<file path="config.mk">
export PLATFORM = sky130hd
export DESIGN_NAME = tag_array_ctrl_flat
export DESIGN_NICKNAME = d
export VERILOG_FILES = /design/src/rtl/tag_array_ctrl_if.sv /design/src/rtl/tag_array_ctrl.sv /design/src/flat_wrapper.sv
export SDC_FILE = /design/constraint.sdc
export NUM_CORES = 1
export LEC_CHECK = 0
export ABC_AREA = 1
export BUFFER_PORTS_ARGS = -buffer_cell sky130_fd_sc_hd__buf_2
export CAP_MARGIN = 20
export CORE_MARGIN = 3
export CORE_UTILIZATION = 50
export CTS_CLUSTER_DIAMETER = 30
export DETAILED_ROUTE_END_ITERATION = 7
export PLACE_DENSITY = 0.83
export SYNTH_ARGS = -nofsm -noshare
export SYNTH_HDL_FRONTEND = slang
export SYNTH_SLANG_ARGS = --single-unit
</file>
<file path="constraint.sdc">
create_clock -name clock -period 3.5 [get_ports clock]
set_input_delay 0.525 -clock clock [delete_from_list [all_inputs] [get_ports clock]]
set_output_delay 0.525 -clock clock [all_outputs]
set_load 0.005 [all_outputs]
</file>
<file path="src/rtl/tag_array_ctrl_if.sv">
// Pipeline-side bundle for the L1 tag array controller: lookup request,
// lookup response, refill write, flush request and sweep status.
interface tag_array_ctrl_if #(
  parameter int SETS  = 64,
  parameter int WAYS  = 4,
  parameter int TAG_W = 22
) ();

  localparam int SET_W = $clog2(SETS);
  localparam int WAY_W = $clog2(WAYS);

  // Lookup request
  logic               lk_valid;
  logic               lk_ready;
  logic [SET_W-1:0]   lk_set;
  logic [TAG_W-2:0]   lk_tag;

  // Lookup response (single-cycle pulse, no backpressure)
  logic               rsp_valid;
  logic               rsp_hit;
  logic [WAYS-1:0]    rsp_way;
  logic               rsp_multi;

  // Refill write
  logic               wr_valid;
  logic               wr_ready;
  logic [SET_W-1:0]   wr_set;
  logic [WAY_W-1:0]   wr_way;
  logic [TAG_W-2:0]   wr_tag;
  logic               wr_v;

  // Whole-array invalidation and sweep status
  logic               flush_req;
  logic               busy;

  // Cache pipeline side
  modport master (
    output lk_valid, lk_set, lk_tag,
    input  lk_ready,
    input  rsp_valid, rsp_hit, rsp_way, rsp_multi,
    output wr_valid, wr_set, wr_way, wr_tag, wr_v,
    input  wr_ready,
    output flush_req,
    input  busy
  );

  // Tag array controller side
  modport slave (
    input  lk_valid, lk_set, lk_tag,
    output lk_ready,
    output rsp_valid, rsp_hit, rsp_way, rsp_multi,
    input  wr_valid, wr_set, wr_way, wr_tag, wr_v,
    output wr_ready,
    input  flush_req,
    output busy
  );

endinterface

</file>
<file path="src/rtl/tag_array_ctrl.sv">
// Access controller for the single-port L1 tag SRAM. Clears the array after
// reset and on flush, arbitrates refill writes over lookups, and returns a
// registered hit/way result (victim way on miss) two cycles after a lookup.
module tag_array_ctrl #(
  parameter  int SETS  = 64,
  parameter  int WAYS  = 4,
  parameter  int TAG_W = 22,
  localparam int SET_W = $clog2(SETS),
  localparam int WAY_W = $clog2(WAYS)
) (
  input  logic                  clock,
  input  logic                  reset_n,
  tag_array_ctrl_if.slave       bus,
  output logic                  ram_en,
  output logic                  ram_wmode,
  output logic [SET_W-1:0]      ram_addr,
  output logic [WAYS*TAG_W-1:0] ram_wdata,
  output logic [WAYS-1:0]       ram_wmask,
  input  logic [WAYS*TAG_W-1:0] ram_rdata
);

  localparam logic [1:0] ST_INIT  = 2'd0;
  localparam logic [1:0] ST_IDLE  = 2'd1;
  localparam logic [1:0] ST_FLUSH = 2'd2;

  logic [1:0]        state_q, state_d;
  logic [SET_W-1:0]  cnt_q, cnt_d;
  logic              started_q;

  logic              idle;
  logic              sweep;
  logic              wr_acc;
  logic              lk_acc;

  logic              s1_valid_q;
  logic [SET_W-1:0]  s1_set_q;
  logic [TAG_W-2:0]  s1_tag_q;

  logic [TAG_W-1:0]  entry [WAYS];
  logic [WAYS-1:0]   match;
  logic [WAYS-1:0]   invalid;
  logic [WAYS-1:0]   victim;
  logic              found;
  logic              hit;
  logic              multi;
  logic              all_valid;

  logic [WAY_W-1:0]  rr_q;

  logic              rsp_valid_q;
  logic              rsp_hit_q;
  logic [WAYS-1:0]   rsp_way_q;
  logic              rsp_multi_q;

  // The sweep only drives the SRAM once the first post-reset edge has passed,
  // so the port stays quiet while reset_n is held low.
  assign idle  = (state_q == ST_IDLE);
  assign sweep = (state_q == ST_FLUSH) || ((state_q == ST_INIT) && started_q);

  // Flush beats write beats lookup; a pending write also blocks lookups.
  assign bus.busy     = !idle;
  assign bus.wr_ready = idle && !bus.flush_req;
  assign bus.lk_ready = idle && !bus.flush_req && !bus.wr_valid;

  assign wr_acc = bus.wr_valid && bus.wr_ready;
  assign lk_acc = bus.lk_valid && bus.lk_ready;

  // Sweep sequencing: walk every set once, then settle in IDLE.
  always_comb begin
    state_d = state_q;
    cnt_d   = cnt_q;
    case (state_q)
      ST_INIT, ST_FLUSH: begin
        if (sweep) begin
          cnt_d = cnt_q + 1'b1;
          if (cnt_q == SET_W'(SETS - 1)) begin
            state_d = ST_IDLE;
          end
        end
      end
      ST_IDLE: begin
        if (bus.flush_req) begin
          state_d = ST_FLUSH;
          cnt_d   = '0;
        end
      end
      default: begin
        state_d = ST_INIT;
        cnt_d   = '0;
      end
    endcase
  end

  // FSM state, sweep counter and the post-reset start flag.
  always_ff @(posedge clock or negedge reset_n) begin
    if (!reset_n) begin
      state_q   <= ST_INIT;
      cnt_q     <= '0;
      started_q <= 1'b0;
    end else begin
      state_q   <= state_d;
      cnt_q     <= cnt_d;
      started_q <= 1'b1;
    end
  end

  // Single SRAM port: sweep clears, refill writes one masked way, lookup reads.
  always_comb begin
    ram_en    = 1'b0;
    ram_wmode = 1'b0;
    ram_addr  = '0;
    ram_wdata = '0;
    ram_wmask = '0;
    if (sweep) begin
      ram_en    = 1'b1;
      ram_wmode = 1'b1;
      ram_addr  = cnt_q;
      ram_wmask = '1;
    end else if (wr_acc) begin
      ram_en    = 1'b1;
      ram_wmode = 1'b1;
      ram_addr  = bus.wr_set;
      ram_wmask = WAYS'(1) << bus.wr_way;
      ram_wdata = {WAYS{bus.wr_v, bus.wr_tag}};
    end else if (lk_acc) begin
      ram_en    = 1'b1;
      ram_addr  = bus.lk_set;
    end
  end

  // Stage 1 holds the lookup key while the SRAM read data comes back.
  always_ff @(posedge clock or negedge reset_n) begin
    if (!reset_n) begin
      s1_valid_q <= 1'b0;
      s1_set_q   <= '0;
      s1_tag_q   <= '0;
    end else begin
      s1_valid_q <= lk_acc;
      if (lk_acc) begin
        s1_set_q <= bus.lk_set;
        s1_tag_q <= bus.lk_tag;
      end
    end
  end

  // Per-way compare; a same-set write landing this cycle overrides the stale read.
  always_comb begin
    for (int w = 0; w < WAYS; w++) begin
      entry[w] = ram_rdata[w*TAG_W +: TAG_W];
      if (wr_acc && (bus.wr_set == s1_set_q) && (bus.wr_way == WAY_W'(w))) begin
        entry[w] = {bus.wr_v, bus.wr_tag};
      end
      match[w]   = entry[w][TAG_W-1] && (entry[w][TAG_W-2:0] == s1_tag_q);
      invalid[w] = !entry[w][TAG_W-1];
    end
  end

  assign hit       = |match;
  assign multi     = ($countones(match) > 1);
  assign all_valid = !(|invalid);

  // Victim choice: lowest invalid way, else the round-robin way.
  always_comb begin
    victim = '0;
    found  = 1'b0;
    for (int w = 0; w < WAYS; w++) begin
      if (invalid[w] && !found) begin
        victim[w] = 1'b1;
        found     = 1'b1;
      end
    end
    if (!found) begin
      victim = WAYS'(1) << rr_q;
    end
  end

  // Round-robin pointer moves only when it actually picked the victim.
  always_ff @(posedge clock or negedge reset_n) begin
    if (!reset_n) begin
      rr_q <= '0;
    end else if (s1_valid_q && !hit && all_valid) begin
      rr_q <= rr_q + 1'b1;
    end
  end

  // Registered response: valid pulses one cycle, payload held between lookups.
  always_ff @(posedge clock or negedge reset_n) begin
    if (!reset_n) begin
      rsp_valid_q <= 1'b0;
      rsp_hit_q   <= 1'b0;
      rsp_way_q   <= '0;
      rsp_multi_q <= 1'b0;
    end else begin
      rsp_valid_q <= s1_valid_q;
      if (s1_valid_q) begin
        rsp_hit_q   <= hit;
        rsp_way_q   <= hit ? match : victim;
        rsp_multi_q <= multi;
      end
    end
  end

  assign bus.rsp_valid = rsp_valid_q;
  assign bus.rsp_hit   = rsp_hit_q;
  assign bus.rsp_way   = rsp_way_q;
  assign bus.rsp_multi = rsp_multi_q;

endmodule

</file>
<file path="src/flat_wrapper.sv">
// flat-port wrapper written by rule: the top's interface ports become plain ports
module tag_array_ctrl_flat 
#(
  parameter  int SETS  = 64,
  parameter  int WAYS  = 4,
  parameter  int TAG_W = 22,
  localparam int SET_W = $clog2(SETS),
  localparam int WAY_W = $clog2(WAYS)
)
  (clock, reset_n, ram_en, ram_wmode, ram_addr, ram_wdata, ram_wmask, ram_rdata, bus_lk_valid, bus_lk_set, bus_lk_tag, bus_lk_ready, bus_rsp_valid, bus_rsp_hit, bus_rsp_way, bus_rsp_multi, bus_wr_valid, bus_wr_set, bus_wr_way, bus_wr_tag, bus_wr_v, bus_wr_ready, bus_flush_req, bus_busy);
  tag_array_ctrl_if #(.SETS(SETS), .WAYS(WAYS), .TAG_W(TAG_W)) bus_i ();
  input  logic clock;
  input  logic reset_n;
  output logic ram_en;
  output logic ram_wmode;
  output logic [SET_W-1:0] ram_addr;
  output logic [WAYS*TAG_W-1:0] ram_wdata;
  output logic [WAYS-1:0] ram_wmask;
  input  logic [WAYS*TAG_W-1:0] ram_rdata;
  input wire logic [$bits(bus_i.lk_valid)-1:0] bus_lk_valid;
  input wire logic [$bits(bus_i.lk_set)-1:0] bus_lk_set;
  input wire logic [$bits(bus_i.lk_tag)-1:0] bus_lk_tag;
  output wire logic [$bits(bus_i.lk_ready)-1:0] bus_lk_ready;
  output wire logic [$bits(bus_i.rsp_valid)-1:0] bus_rsp_valid;
  output wire logic [$bits(bus_i.rsp_hit)-1:0] bus_rsp_hit;
  output wire logic [$bits(bus_i.rsp_way)-1:0] bus_rsp_way;
  output wire logic [$bits(bus_i.rsp_multi)-1:0] bus_rsp_multi;
  input wire logic [$bits(bus_i.wr_valid)-1:0] bus_wr_valid;
  input wire logic [$bits(bus_i.wr_set)-1:0] bus_wr_set;
  input wire logic [$bits(bus_i.wr_way)-1:0] bus_wr_way;
  input wire logic [$bits(bus_i.wr_tag)-1:0] bus_wr_tag;
  input wire logic [$bits(bus_i.wr_v)-1:0] bus_wr_v;
  output wire logic [$bits(bus_i.wr_ready)-1:0] bus_wr_ready;
  input wire logic [$bits(bus_i.flush_req)-1:0] bus_flush_req;
  output wire logic [$bits(bus_i.busy)-1:0] bus_busy;
  assign bus_i.lk_valid = bus_lk_valid;
  assign bus_i.lk_set = bus_lk_set;
  assign bus_i.lk_tag = bus_lk_tag;
  assign bus_lk_ready = bus_i.lk_ready;
  assign bus_rsp_valid = bus_i.rsp_valid;
  assign bus_rsp_hit = bus_i.rsp_hit;
  assign bus_rsp_way = bus_i.rsp_way;
  assign bus_rsp_multi = bus_i.rsp_multi;
  assign bus_i.wr_valid = bus_wr_valid;
  assign bus_i.wr_set = bus_wr_set;
  assign bus_i.wr_way = bus_wr_way;
  assign bus_i.wr_tag = bus_wr_tag;
  assign bus_i.wr_v = bus_wr_v;
  assign bus_wr_ready = bus_i.wr_ready;
  assign bus_i.flush_req = bus_flush_req;
  assign bus_busy = bus_i.busy;
  tag_array_ctrl #(.SETS(SETS), .WAYS(WAYS), .TAG_W(TAG_W)) u_core (.clock(clock), .reset_n(reset_n), .bus(bus_i), .ram_en(ram_en), .ram_wmode(ram_wmode), .ram_addr(ram_addr), .ram_wdata(ram_wdata), .ram_wmask(ram_wmask), .ram_rdata(ram_rdata));
endmodule
</file>
==> metrics.log <==
INFO  metric fmax = 0.302 GHz
INFO  metric finalSetupViolCount = 0
INFO  metric row_count = 39
INFO  metric flow.area_growth_from_synthesis = 29.7%
INFO  metric clock_tree_from_tritoncts = yes
INFO  metric io_buffer_count = 259
INFO  metric synth_top_cell_area_share = 27.4%
INFO  metric cellPowerDensity = 462 nW/µm²
INFO  metric first_global_vias = 7333
INFO  metric route.detailed.wl_per_inst = 16.9 µm
INFO  metric run_status = completed
INFO  metric worst_pin_slew = 0.679 ns
INFO  metric cp_data_required_time = 3.70 ns
INFO  metric syn-num-nets = 1287
INFO  metric main_area_contributors_after_synthesis = nand2_1, dfrtp_1, nand3_1
INFO  metric criticalPathCategory = register to register
INFO  metric grt_start_max_net_pins = 33
INFO  metric final_layout_size_suffix_gt1_share = 27.9%
INFO  metric worst_ir_drop_vdd = 0.344 mV
INFO  metric min_path_type = input pin to asynchronous set/reset pin
INFO  metric floorplan.die_area = 13500 µm²
INFO  metric synthesized_instance_count = 1127
INFO  metric synth_sequential_area_ratio = 19.0%
INFO  metric syn-cell-area = roughly 6100 µm²
INFO  metric final_cell_area_excluding_filler_cells = ~7900 µm²
INFO  metric grt_pass1_wl = 38.1 mm
INFO  metric cts_buffers = 5
INFO  metric post_detailed_route_via_to_cell_ratio = 5.48
INFO  metric max_cap_violations = 0
INFO  metric hold_viol = 0
INFO  metric worst-path-max-fanout = 6
INFO  metric io_pins = 260
INFO  metric synth_most_common_cell = nand2_1
INFO  metric clkLatencyLatePin = 0.31 ns
INFO  metric detailedPlacementHpwl = 20.2 mm
INFO  metric preCtsSetupSlack = -0.157 ns
INFO  metric first_pass_iters = 8
INFO  metric initial_core_util = 52.2%
INFO  metric netlist.top_cell.by_area = nand2_1
INFO  metric fin_worst_skew = 0.00925 ns
INFO  metric cts.hold.buffers_added = 0
INFO  metric post_dp_cell_area = about 7500 µm²
INFO  metric layout_setup_ws = 0.192 ns
INFO  metric globalRouteTotalUtil = 36.4%
INFO  metric regArea = 1150 µm²
INFO  metric die_y = roughly 120 µm
INFO  metric layout_worst_path_cycle_share = 94.5%
INFO  metric number_of_antenna_violations_at_the_first_check_in_global_routing = 0
INFO  metric min_cycle_time_layout = 3.31 ns
INFO  metric drcViolationCount = 0
INFO  metric maxSlewViolCount = 0
INFO  metric dr_total_vias = 8249
INFO  metric fillerInstances = 1167
INFO  metric clock_path_buffers = 2
INFO  metric synth.avg_cell_area = 5.38 µm²
INFO  metric worst_setup_path_end_kind = register
INFO  metric clk_root_buffer_cell = clkbuf_16
INFO  metric worst_ep_arrival_time = 3.51 ns
INFO  metric synth_async_sr_flop_share = 100%
INFO  metric synth.lib_cells_used.distinct = 29
INFO  metric floorplan.die.width = approximately 120 µm
INFO  metric overflow = 0
INFO  metric cp-start-kind = register
INFO  metric clock_pin_slew_on_the_worst_setup_and_hold_paths = roughly 0.070 ns
INFO  metric total_area_of_multi_input_combinational_cells = about 3900 µm²
INFO  metric clock_sink_count = 46
INFO  metric synth_flop_cell = dfrtp_1
INFO  metric yosysWarnings = 0
INFO  metric routed_wirelength = 25.4 mm
INFO  metric cts_htree_levels = 2
INFO  metric tns = 0 ns
INFO  metric gp_routability_congestion = 1.05
INFO  metric synth_common_cells = nand2_1, nand3_1, inv_1
INFO  metric synth-edff-count = 0
INFO  metric power.leakage = 4.95 nW
INFO  metric final_antenna_net_count = 0
INFO  metric antenna-diode-count = 0
INFO  metric postSynthRegisterBits = 46
INFO  metric worst_slew_margin_rel = 54.3%
INFO  metric core_area = ~12000 µm²
INFO  metric drt_iter0_markers = 1028
INFO  metric layout.nets = 1522
layout make-up:
cell class,instances,area share [%]
clock buffer,5,1.59
clock inverter,2,0.191
inverter,137,6.54
multi-input combinational,847,49.4
sequential,46,14.6
tap,143,2.27
timing repair buffer,325,25.4
worst max-delay path, stage by stage (launching register included):
cell and delay, ns:
dfrtp_1 0.36, inv_1 0.06, nand2_1 0.05, nand2_1 0.06, buf_4 0.14, nor2_1 0.10, nand2_1 0.09, nor2_4 0.14
buf_12 0.14, buf_4 0.11, buf_4 0.12, nand3_1 0.09, nand2_1 0.16, nand2_1 0.08, nor2_1 0.10, nand2_1 0.07
nor3_2 0.16, nand3_2 0.13, ha_1 0.30, nand2_1 0.06, inv_1 0.04, fa_1 0.44, o21ai_1 0.14, nand2_1 0.06
per-layer routing:
layer  track usage, %  vias to the layer above  part of all wire (%)
met4             12.2                        0                   2.9
met3             5.23                       61                    11
met2             60.3                      558                    46
met5                0                        -                     0
met1             49.0                     3687                    40
li1                 -                     3943                     -
sequential cells by signal, indices dropped and copies added (netlist names):
signal                count
u_core.s1_tag_q          21
u_core.cnt_q              6
u_core.s1_set_q           6
u_core.bus.rsp_way        4
u_core.rr_q               2
u_core.state_q            2
u_core.bus.rsp_hit        1
u_core.bus.rsp_multi      1
u_core.bus.rsp_valid      1
u_core.s1_valid_q         1
u_core.started_q          1
final timing paths:
check                                         from                   end  depth (start not counted)  slack [ns]
worst max-delay path            u_core.s1_set_q[2]  u_core.bus.rsp_multi                         23        0.19
worst min-delay path                       reset_n  u_core.bus.rsp_multi                          1        0.22
worst max register to register  u_core.s1_set_q[2]  u_core.bus.rsp_multi                         23        0.19
worst min register to register   u_core.s1_valid_q  u_core.bus.rsp_valid                          0        0.48
max in group asynchronous                  reset_n   u_core.s1_tag_q[14]                          2        2.47
min in group clock                  bus_lk_tag[15]   u_core.s1_tag_q[15]                          3        0.42
through the flow:
step	power, mW	hold WS [ns]	util (%)	std cells
floorplan	2.26	0.229	-	1127
global placement	2.99	0.454	64.2	1490
detailed placement	3.02	0.458	64.2	1490
CTS	3.52	0.212	65.4	1497
global route	3.92	0.244	67.8	1505
finish	3.63	0.222	67.8	1505
placed cells by master, fill, tap and decap left out, drive strengths merged:
| cell | count |
|---|---|
| buf | 323 |
| o21ai | 53 |
| nor3b | 1 |
| nor3 | 4 |
| nor2 | 110 |
| nand2 | 447 |
| ha | 9 |
| o211ai | 11 |
| dfrtp | 46 |
| clkinvlp | 2 |
| fa | 1 |
| a32oi | 1 |
| a32o | 1 |
| conb | 1 |
| xnor2 | 2 |
| xor2 | 1 |
| a21oi | 9 |
| nand3b | 2 |
| inv | 137 |
| nand4 | 10 |
| nand3 | 184 |
| clkbuf | 7 |
where the power goes:
group	switching [mW]	internal (mW)	total [mW]
Sequential	0.297	0.759	1.06
Clock	0.241	0.262	0.503
Combinational	1.32	0.755	2.07
what timing repair did:
action / CTS / global route
buffers inserted: 0 / 6
gates resized for setup: 0 / 38
endpoints found under the setup margin: 0 / 6
logic make-up (layout without fill, tap and decap cells):
kind of cell | count (synthesis) | after routing | share of synthesized area (%)
buffers and inverters | 234 | 469 | 19.0
flip-flops | 46 | 46 | 19.0
AO/OA/AOI/OAI | 75 | 75 | 6.79
XOR/XNOR | 3 | 3 | 0.433
AND/OR/NAND/NOR | 758 | 758 | 52.6
other | 1 | 1 | 0.0618
adder cells (fa/ha/maj) | 10 | 10 | 2.19
Power figures use the tool's default switching activity.
